$ cat config.mk
export PLATFORM = sky130hd
export DESIGN_NAME = sipo_deser
export DESIGN_NICKNAME = d
export VERILOG_FILES = /design/src/rtl/sipo_pkg.sv /design/src/rtl/sipo_shifter.sv /design/src/rtl/sipo_deser.sv
export SDC_FILE = /design/constraint.sdc
export NUM_CORES = 1
export LEC_CHECK = 0
export ABC_AREA = 1
export CAP_MARGIN = 5
export CORE_UTILIZATION = 49
export DETAILED_ROUTE_END_ITERATION = 8
export PLACE_DENSITY_LB_ADDON = 0.15
export SLEW_MARGIN = 20
export SYNTH_ARGS = -nofsm -noshare
export SYNTH_HDL_FRONTEND = slang
export SYNTH_SLANG_ARGS = --single-unit
$ cat constraint.sdc
create_clock -name clk -period 1.7 [get_ports clk]
set_input_delay 0.255 -clock clk [delete_from_list [all_inputs] [get_ports clk]]
set_output_delay 0.255 -clock clk [all_outputs]
set_load 0.02 [all_outputs]
$ cat src/rtl/sipo_pkg.sv
// sipo_pkg: shared constants and helpers for the sipo_deser deserializer
package sipo_pkg;
  localparam int DEF_WIDTH = 8;
  localparam bit MSB_FIRST_ENC = 1'b1;
  localparam bit LSB_FIRST_ENC = 1'b0;
  function automatic int cnt_w(input int w);
    return $clog2(w);
  endfunction
endpackage

$ cat src/rtl/sipo_shifter.sv
// sipo_shifter: shift register and bit counter with sync alignment; flags word completion
module sipo_shifter
  import sipo_pkg::*;
#(
  parameter int WIDTH = DEF_WIDTH,
  parameter bit MSB_FIRST = MSB_FIRST_ENC
) (
  input  logic             clk,
  input  logic             rst_n,
  input  logic             sin,
  input  logic             sin_valid,
  input  logic             sync,
  output logic [WIDTH-1:0] word,
  output logic             done,
  output logic             busy
);
  localparam int CW = cnt_w(WIDTH);
  logic [WIDTH-1:0] sh;
  logic [CW-1:0] cnt, cnt_nxt;
  logic last;
  assign last = cnt == CW'(WIDTH - 1);
  // word is the shift value including the bit accepted on this edge
  assign word = MSB_FIRST ? {sh[WIDTH-2:0], sin} : {sin, sh[WIDTH-1:1]};
  assign done = sin_valid & ~sync & last;
  always_comb
    cnt_nxt = sync ? (sin_valid ? CW'(1) : '0)
            : sin_valid ? (last ? '0 : cnt + CW'(1))
            : cnt;
  always_ff @(posedge clk)
    if (!rst_n) begin
      sh   <= '0;
      cnt  <= '0;
      busy <= 1'b0;
    end else begin
      if (sin_valid) sh <= word;
      cnt  <= cnt_nxt;
      busy <= cnt_nxt != '0;
    end
endmodule

$ cat src/rtl/sipo_deser.sv
// sipo_deser: serial-in/parallel-out deserializer with one-word valid/ready holding register
module sipo_deser
  import sipo_pkg::*;
#(
  parameter int WIDTH = DEF_WIDTH,
  parameter bit MSB_FIRST = MSB_FIRST_ENC
) (
  input  logic             clk,
  input  logic             rst_n,
  input  logic             sin,
  input  logic             sin_valid,
  input  logic             sync,
  output logic [WIDTH-1:0] dout,
  output logic             dout_valid,
  input  logic             dout_ready,
  output logic             busy,
  output logic             overrun
);
  logic [WIDTH-1:0] word;
  logic done, take;
  sipo_shifter #(.WIDTH(WIDTH), .MSB_FIRST(MSB_FIRST)) u_shifter (
    .clk(clk), .rst_n(rst_n), .sin(sin), .sin_valid(sin_valid), .sync(sync),
    .word(word), .done(done), .busy(busy)
  );
  // a drain and a completion on the same edge reload without a bubble
  assign take = done & (~dout_valid | dout_ready);
  always_ff @(posedge clk)
    if (!rst_n) begin
      dout       <= '0;
      dout_valid <= 1'b0;
      overrun    <= 1'b0;
    end else begin
      overrun <= done & dout_valid & ~dout_ready;
      if (take) begin
        dout       <= word;
        dout_valid <= 1'b1;
      end else if (dout_valid && dout_ready) dout_valid <= 1'b0;
    end
endmodule

==> flow_summary.ini, run 1 <==
[run_status]
status = complete, no violations

[power]
sequentialPowerShare_pct = 61.3
leakagePower_nw = 0.4781
p_int_mw = 0.6319
p_clk_share_pct = 28.7
p_sw_share_pct = 24.79
p_switching_mw = 0.2082
p_per_area_nw_per_um2 = 763.9
p_comb_share_pct = 10.0
totalPowerFinal_mw = 0.8401
ir_drop_uv = 548.7

[yosys]
synth_warnings = 0
synth_top_area_share_pct = 46.47
yosys_register_bits = 21
yosysTopAreaCell = dfxtp_1
synth_area_leaders = dfxtp_1 (46%), inv_1 (7.1%), nor2_1 (6.6%), nand2_1 (6.2%), nand4_1 (6.2%)
synth_cell_types = 21
netlist_area_sq_um = 904.6
netlist_instances = 113
syn_nets = 121
syn_avg_cell_area_sq_um = 8.005
synth-seq-area-share_pct = 46.47

[placement]
place_congestion = 0.7491
port_buffers = 16
hpwl_um = 1166
dpl_worst_slack_ns = 0.1701

[routing]
dr.pass1.iters = 4
routed_wl_um = 1464
vias = 737
antenna_left = 0
dr.first_iter.drc_count = 10
post_drt_wl_per_cell_um = 9.445
viasPerCell = 4.755
drc = 0

[critical_path]
cpLargestDelayFamily = buffers and inverters
reg2reg_depth = 7
cp-end-kind = output port
crit_buf_inv = 1
critical_path.cell_chain = clkdlybuf4s50_1
cp_max_fo = 2
slowest_stage = clkdlybuf4s50_1
crit_type = register to output port
cp.required_ns = 1.44
cpPeakStageDelay_ns = 0.60
start_kind = register
cp.arrival_ns = 1.26
path_depth = 1

[layout]
area_growth_pct = 21.58
nFillCells = 169
final_nets = 139
antenna_cells = 0
drive_gt1_share_pct = 10.77

[clocking]
htree_levels = 1
clkTransAtPathRegs_ns = 0.12
cts_buffer_depth = 2
cts_setup_buffers = 0
cts_resized = 0
root_buffer = clkbuf_4
cts_tree = yes
numCtsBuffers = 3
cts_sinks = 21
cts_hold_buffers = 0
insertion_delay_ns = 0.31

[timing]
relSlewSlack_pct = 70.89
fin_skew_ns = 0.001075
fin_crit_sh_pct = 88.84
fin_crit_ns = 1.510
max_freq_ghz = 0.6621
fin_tns_setup_ns = 0
slew_violations = 0
setup_viol = 0
rsz0062_at_grt = false
fin_ws_ns = 0.1897
finalHoldViolations = 0
whs_ns = 0.4820
tightest_slew_ns = 0.4353

[grt]
grt_overflow = 0
antenna_found_initial = 0
grt_pass1_vias = 610
grt_max_degree = 15
grtUsageTotal_pct = 16.90
grt_pass1_wl_um = 2470

[floorplanning]
initial_core_util_pct = 52.39
die_x_um = 44.97
dieArea_sq_um = 2022
die_height_um = 44.97
rows = 15
num_io_pins = 17
core_area_sq_um = 1727

[run]
max-cap-violations = 0

[hold_path]
hold_depth = 2
hold_class = register to register
[metrics by stage]
stage	std cells	area [sq um]	utilization [%]
after floorplan	113	904.6	-
after global placement	151	1072	62.10
after detailed placement	151	1072	62.10
after CTS	155	1100	63.70
after global routing	155	1100	63.70
final	155	1100	63.70
[flip-flops by register name (all words and copies together), names as in the netlist]
name and cells:
u_shifter.busy 1, dout_valid 1, u_shifter.sh 7, overrun 1
u_shifter.cnt 3, dout 8
[layer usage]
layer	up-vias	GRT usage [%]	share of wire, %
met5	-	0	0
met4	0	9.091	1.8
met3	4	2.400	4.4
met2	18	28.70	46
met1	320	20.50	48
li1	395	-	-
[area by class of cell]
cell class	count	area (sq um)	area share, %
clock inverters	1	5.005	0.4551
clock buffers	3	22.52	2.048
multi-input cells	67	364.1	33.11
inverters	19	73.82	6.712
repair buffers	19	182.7	16.61
well taps	25	31.28	2.844
flip-flops and latches	21	420.4	38.23
[final timing paths]
path | start | to | slack, ns
max | dout[3] | dout[3] | 0.19
min | u_shifter.sh[5] | u_shifter.sh[6] | 0.48
max reg2reg | u_shifter.cnt[0] | u_shifter.busy | 0.24
min reg2reg | u_shifter.sh[5] | u_shifter.sh[6] | 0.48
[power by group through the flow]
stage,Sequential [mW],Clock (mW),Combinational [mW]
after CTS,0.515,0.251,0.0843
final,0.515,0.241,0.0839
after detailed placement,0.526,0,0.0841
after global routing,0.517,0.270,0.0937
after floorplan,0.528,0,0.0567
after global placement,0.526,0,0.0817
[cells in the final DEF (no fill, tap or decap), drive strengths merged, types with 5 or more instances in the layout]
cell type / n
a21oi: 8
clkdlybuf4s50: 16
dfxtp: 21
inv: 19
nand2: 16
nand3: 5
nand4: 9
nor2: 18
o21ai: 7
[kinds of logic (layout without fill, tap and decap cells)]
kind of cell	Yosys count	count (layout)	share of synthesized area (%)
AOI/OAI and AO/OA	15	15	8.299
adders and majority gates	2	2	2.766
buffers and inverters	25	42	13.28
DFF	21	21	46.47
and+or+nand+nor	50	50	29.18
[Yosys cell counts]
cell type and instances:
nand4_1 9, inv_2 1, nand3_2 1, nor2_4 1
nor2_1 16, dfxtp_1 21, nand3_1 3, inv_4 1
o21ai_0 7, or2_1 1, nand2_1 15, buf_6 1
nand3_4 1, nand2_2 1, inv_1 17, a21oi_1 8
buf_4 4, ha_1 2, buf_2 1, nor2_8 1
nor3_1 1
Note: power is estimated with default switching activity, not from simulation.
==> run 2: changes to the inputs <==
--- a/config.mk
+++ b/config.mk
@@ -7,6 +7,7 @@
 export LEC_CHECK = 0
 export ABC_AREA = 1
 export CAP_MARGIN = 5
+export CORE_MARGIN = 8
 export CORE_UTILIZATION = 49
 export DETAILED_ROUTE_END_ITERATION = 8
 export PLACE_DENSITY_LB_ADDON = 0.15
@@ -14,3 +15,4 @@
 export SYNTH_ARGS = -nofsm -noshare
 export SYNTH_HDL_FRONTEND = slang
 export SYNTH_SLANG_ARGS = --single-unit
+export TNS_END_PERCENT = 20
==> run 2 against run 1 <==
  * Core utilization unchanged
  * Sequential share of layout area unchanged
  * Critical path depth unchanged
  * Combinational power down 1%
  * First-iteration DRC count down 60%
  * Fmax down 0.53%
  * Power down 0.27%
  * Cell area unchanged
  * Clock-buffer cell count unchanged
  * Non-clock buffer count unchanged
  * Sequential power about the same
  * Register-to-register slack better by 0.05 ns
  * Critical path type unchanged
  * Largest cell class unchanged
  * Highest routed layer unchanged
==> flow_summary.ini, run 2 (synthesized netlist as in run 1, its figures left out) <==
[run_status]
status = complete, no violations

[power]
p_per_area_nw_per_um2 = 761.8
leakagePower_nw = 0.4781
ir_drop_uv = 635.4
totalPowerFinal_mw = 0.8379

[clocking]
numCtsBuffers = 3
cts_buffer_depth = 2
cts_sinks = 21
root_buffer = clkbuf_4
cts_tree = yes
cts_setup_buffers = 0
cts_resized = 0
insertion_delay_ns = 0.31
cts_hold_buffers = 0
clkTransAtPathRegs_ns = 0.11
htree_levels = 1

[timing]
setup_viol = 0
slew_violations = 0
finalHoldViolations = 0
max_freq_ghz = 0.6586
fin_skew_ns = 0.003694
whs_ns = 0.4811
fin_crit_sh_pct = 89.31
fin_crit_ns = 1.518
fin_tns_setup_ns = 0
rsz0062_at_grt = false
relSlewSlack_pct = 68.14
tightest_slew_ns = 0.4764

[critical_path]
cpLargestDelayFamily = buffers and inverters
crit_type = register to output port
cp.arrival_ns = 1.26
start_kind = register
reg2reg_depth = 6
timing.rr.end = dout[2]
cp-end-kind = output port
cp.required_ns = 1.44
cp_max_fo = 2
critical_path.cell_chain = clkdlybuf4s50_1
cpPeakStageDelay_ns = 0.61
rrSetupSlack_ns = 0.29
r2r_start = u_shifter.cnt[0]
crit_buf_inv = 1
slowest_stage = clkdlybuf4s50_1

[layout]
finish.utilization_pct = 63.70
instances_no_fill = 155
seq_area_sq_um = 420.4
area_growth_pct = 21.58
multi_input_area_sq_um = 364.1
regMostFlops = dout
final_cell_mix = dfxtp_1 (21), inv_1 (17), nor2_1 (16), clkdlybuf4s50_1 (16), nand2_1 (15)
final_common_cell = dfxtp_1
drive_gt1_share_pct = 10.77
largest_reg_flops = 8
nFillCells = 169
largestRegisters = dout: 8 flops, u_shifter.sh: 7 flops, u_shifter.cnt: 3 flops
antenna_cells = 0
final_nets = 139

[floorplanning]
die_x_um = 58.97
dieArea_sq_um = 3477
rows = 15
core_area_sq_um = 1727
initial_core_util_pct = 52.39
die_height_um = 58.97
num_io_pins = 17

[placement]
hpwl_um = 1234
port_buffers = 16
placed_cells = 151
place_congestion = 0.7531

[grt]
grt_max_degree = 16
grt_pass1_vias = 652
grt_pass1_wl_um = 2670
grt_overflow = 0
antenna_found_initial = 0
grtUsageTotal_pct = 9.822

[routing]
viasPerCell = 4.574
routed_wl_um = 1517
dr.first_iter.drc_count = 4
dr.pass1.iters = 4
drc = 0
antenna_left = 0
vias = 709
post_drt_wl_per_cell_um = 9.787

[hold_path]
hold_depth = 2
hold_path_end = u_shifter.sh[1]
min_from = u_shifter.sh[0]
hold_class = register to register

[run]
max-cap-violations = 0
==> run 2: worst max path at each step <==
stage | from | to | slack, ns | cells after the start
CTS | dout[2] | dout[2] | 0.16 | 1
global route | u_shifter.cnt[0] | dout[2] | 0.11 | 6
detailed placement | sin_valid | u_shifter.busy | 0.16 | 6
global placement | sin_valid | u_shifter.busy | 0.20 | 6
floorplan | u_shifter.cnt[0] | dout[0] | 0.49 | 7
finish | dout[2] | dout[2] | 0.18 | 1
==> run 2: stage by stage <==
| step | setup WS [ns] | instance area (sq um) |
|---|---|---|
| 6_report | 0.1817 | 1100 |
| 5_1_grt | 0.1116 | 1100 |
| 4_1_cts | 0.1626 | 1100 |
| 3_5_place_dp | 0.1642 | 1072 |
| 3_3_place_gp | 0.1988 | 1072 |
| 2_1_floorplan | 0.4930 | 904.6 |
==> run 2: area by class of cell <==
cell class | count | share of cell area (%)
inverters | 19 | 6.712
clock buffers | 3 | 2.048
clock inverters | 1 | 0.4551
multi-input cells | 67 | 33.11
repair buffers | 19 | 16.61
well taps | 25 | 2.844
flip-flops and latches | 21 | 38.23
==> run 2: where the power goes <==
part           internal [mW]  switching, mW
Clock                 0.0880          0.152
Sequential             0.508        0.00706
Combinational         0.0356         0.0474
Total                  0.632          0.206
==> run 2: metal layers <==
layer / GRT usage (%) / vias up / part of all wire, %
met3: 3.696 / 2 / 7.5
met4: 5.119 / 0 / 2.2
met2: 15.11 / 16 / 41
met1: 11.53 / 298 / 49
li1: - / 393 / -
met5: 0 / - / 0
==> run 3: changes to the inputs <==
--- a/config.mk
+++ b/config.mk
@@ -5,7 +5,6 @@
 export SDC_FILE = /design/constraint.sdc
 export NUM_CORES = 1
 export LEC_CHECK = 0
-export ABC_AREA = 1
 export CAP_MARGIN = 5
 export CORE_MARGIN = 8
 export CORE_UTILIZATION = 49
==> run 3 against run 2 <==
  * Setup slack better by 0.0082 ns
  * Critical path type unchanged
  * Sequential power is 2% lower
  * Highest routed layer unchanged
  * Clock power is 3% lower
  * Core utilization is 0.33 points higher
  * Sequential share of layout area is 0.22 points higher
  * Combinational power is 21% lower
  * Hold slack worse by 0.020 ns
  * Synthesized cell count is 25% lower
  * Non-clock buffer count is 1 lower
  * Cell count is 17% lower
==> flow_summary.ini, run 3 <==
[timing]
setup_viol = 0
fin_crit_sh_pct = 88.83
fin_crit_ns = 1.510
relSlewSlack_pct = 85.03
slew_violations = 0
fin_tns_setup_ns = 0
finalHoldViolations = 0
rsz0062_at_grt = false
max_freq_ghz = 0.6622
fin_skew_ns = 0.005274
tightest_slew_ns = 0.2238

[clocking]
cts_resized = 0
cts_hold_buffers = 0
cts_tree = yes
numCtsBuffers = 3
root_buffer = clkbuf_4
htree_levels = 1
clkTransAtPathRegs_ns = 0.12
cts_sinks = 21
cts_buffer_depth = 2
cts_setup_buffers = 0
insertion_delay_ns = 0.29

[grt]
grtUsageTotal_pct = 9.413
grt_max_degree = 24
grt_overflow = 0
grt_pass1_vias = 595
grt_pass1_wl_um = 2587
antenna_found_initial = 0

[yosys]
synth-seq-area-share_pct = 47.52
synth_area_leaders = dfxtp_1 (48%), mux2i_1 (19%), nand2_1 (7.2%), nor2b_1 (7.1%), ha_1 (2.8%)
syn_nets = 93
netlist_area_sq_um = 884.6
yosys_most_used_dff = dfxtp_1
synth_cell_types = 17
yosysTopAreaCell = dfxtp_1
synth_top_area_share_pct = 47.52
syn_avg_cell_area_sq_um = 10.41
yosys_register_bits = 21
synth-edff-count = 0
synth.most_common_cell = dfxtp_1
netlist_instances = 85
synth_warnings = 0
yosys-top-cells-count = dfxtp_1 (21), mux2i_1 (17), nand2_1 (17)
async_flop_share_pct = 0

[run]
max-cap-violations = 0

[layout]
final_cell_mix = dfxtp_1 (21), mux2i_1 (17), nand2_1 (17)
nFillCells = 156
area_growth_pct = 23.62
final_nets = 112
finalInstanceArea_sq_um = 1094
final_common_cell = dfxtp_1
seq_area_sq_um = 420.4
regMostFlops = dout
antenna_cells = 0
largestRegisters = dout: 8 flops, u_shifter.sh: 7 flops, u_shifter.cnt: 3 flops
drive_gt1_share_pct = 7.767
multi_input_area_sq_um = 439.2
largest_reg_flops = 8

[critical_path]
start_kind = register
crit_buf_inv = 1
cp-end-kind = output port
critical_path.cell_chain = clkdlybuf4s50_1
cpPeakStageDelay_ns = 0.61
cp.required_ns = 1.44
cpLargestDelayFamily = buffers and inverters
cp.arrival_ns = 1.26
slowest_stage = clkdlybuf4s50_1
cp_max_fo = 2
crit_type = register to output port

[routing]
wl_met3_um = 66
met1_length_um = 743
top_layer = met4
viasPerCell = 4.641
antenna_left = 0
drc = 0
routed-wl-met2_um = 571
routed_wl_um = 1395
dr.pass1.iters = 2
post_drt_wl_per_cell_um = 10.90
dr.first_iter.drc_count = 6
vias = 594

[power]
p_per_area_nw_per_um2 = 732.6
totalPowerFinal_mw = 0.8012
ir_drop_uv = 420.9
leakagePower_nw = 0.4242

[run_status]
status = complete, no violations

[placement]
place_congestion = 0.6616
port_buffers = 16
placed_area_sq_um = 1066
hpwl_um = 1043

[floorplanning]
dieArea_sq_um = 3421
rows = 15
die_height_um = 58.49
die_x_um = 58.49
initial_core_util_pct = 51.79
core_area_sq_um = 1708
num_io_pins = 17

[hold_path]
hold_class = register to register
## run 3: area by class of cell
| class | count | area share (%) |
|---|---|---|
| Clock buffer | 3 | 2.059 |
| Clock inverter | 1 | 0.4577 |
| Multi-Input combinational cell | 60 | 40.16 |
| Sequential cell | 21 | 38.44 |
| Tap cell | 25 | 2.860 |
| Timing Repair Buffer | 18 | 16.02 |
## run 3: worst reg2reg max path: stages, from the launching register on
cell and delay (ns):
dfxtp_1 0.38, ha_1 0.16, ha_1 0.23, nand3b_4 0.13
nor2_8 0.20, mux2i_1 0.20
## run 3: cells by family after synthesis
kind of cell    Yosys count  synth area share (%)
compound gates            3                 3.112
fa+ha+maj                 2                 2.828
buf+inv                   4                 2.828
flops                    21                 47.52
mux                      17                 19.24
simple gates             38                 24.47
## run 3: through the flow
stage	utilization (%)	std cells	hold WS [ns]	setup slack, ns
final	64.03	128	0.4606	0.1898
after global routing	64.03	128	0.4905	0.1148
after CTS	64.03	128	0.4705	0.1681
after detailed placement	62.42	124	0.4508	0.2044
after global placement	62.42	124	0.4413	0.2239
after floorplan	-	85	0.3971	0.4427
## run 3: layer usage
layer / vias to the layer above / track usage (%)
met5: - / 0
met4: 0 / 4.196
met3: 2 / 3.261
met2: 10 / 13.70
met1: 264 / 12.11
li1: 318 / -
## run 3: final timing paths
check              startpoint          to  slack (ns)  cells after the start
max                dout_valid  dout_valid        0.19                      1
min                   dout[2]     dout[2]        0.46                      2
max reg2reg  u_shifter.cnt[1]     dout[5]        0.34                      5
min reg2reg           dout[2]     dout[2]        0.46                      2
## run 3: power by group
| group | leakage [nW] | internal [mW] | total (mW) | switching, mW |
|---|---|---|---|---|
| logic | 0.236 | 0.0362 | 0.0655 | 0.0292 |
| clock network | 0.0177 | 0.0875 | 0.232 | 0.144 |
| registers | 0.170 | 0.499 | 0.504 | 0.00453 |
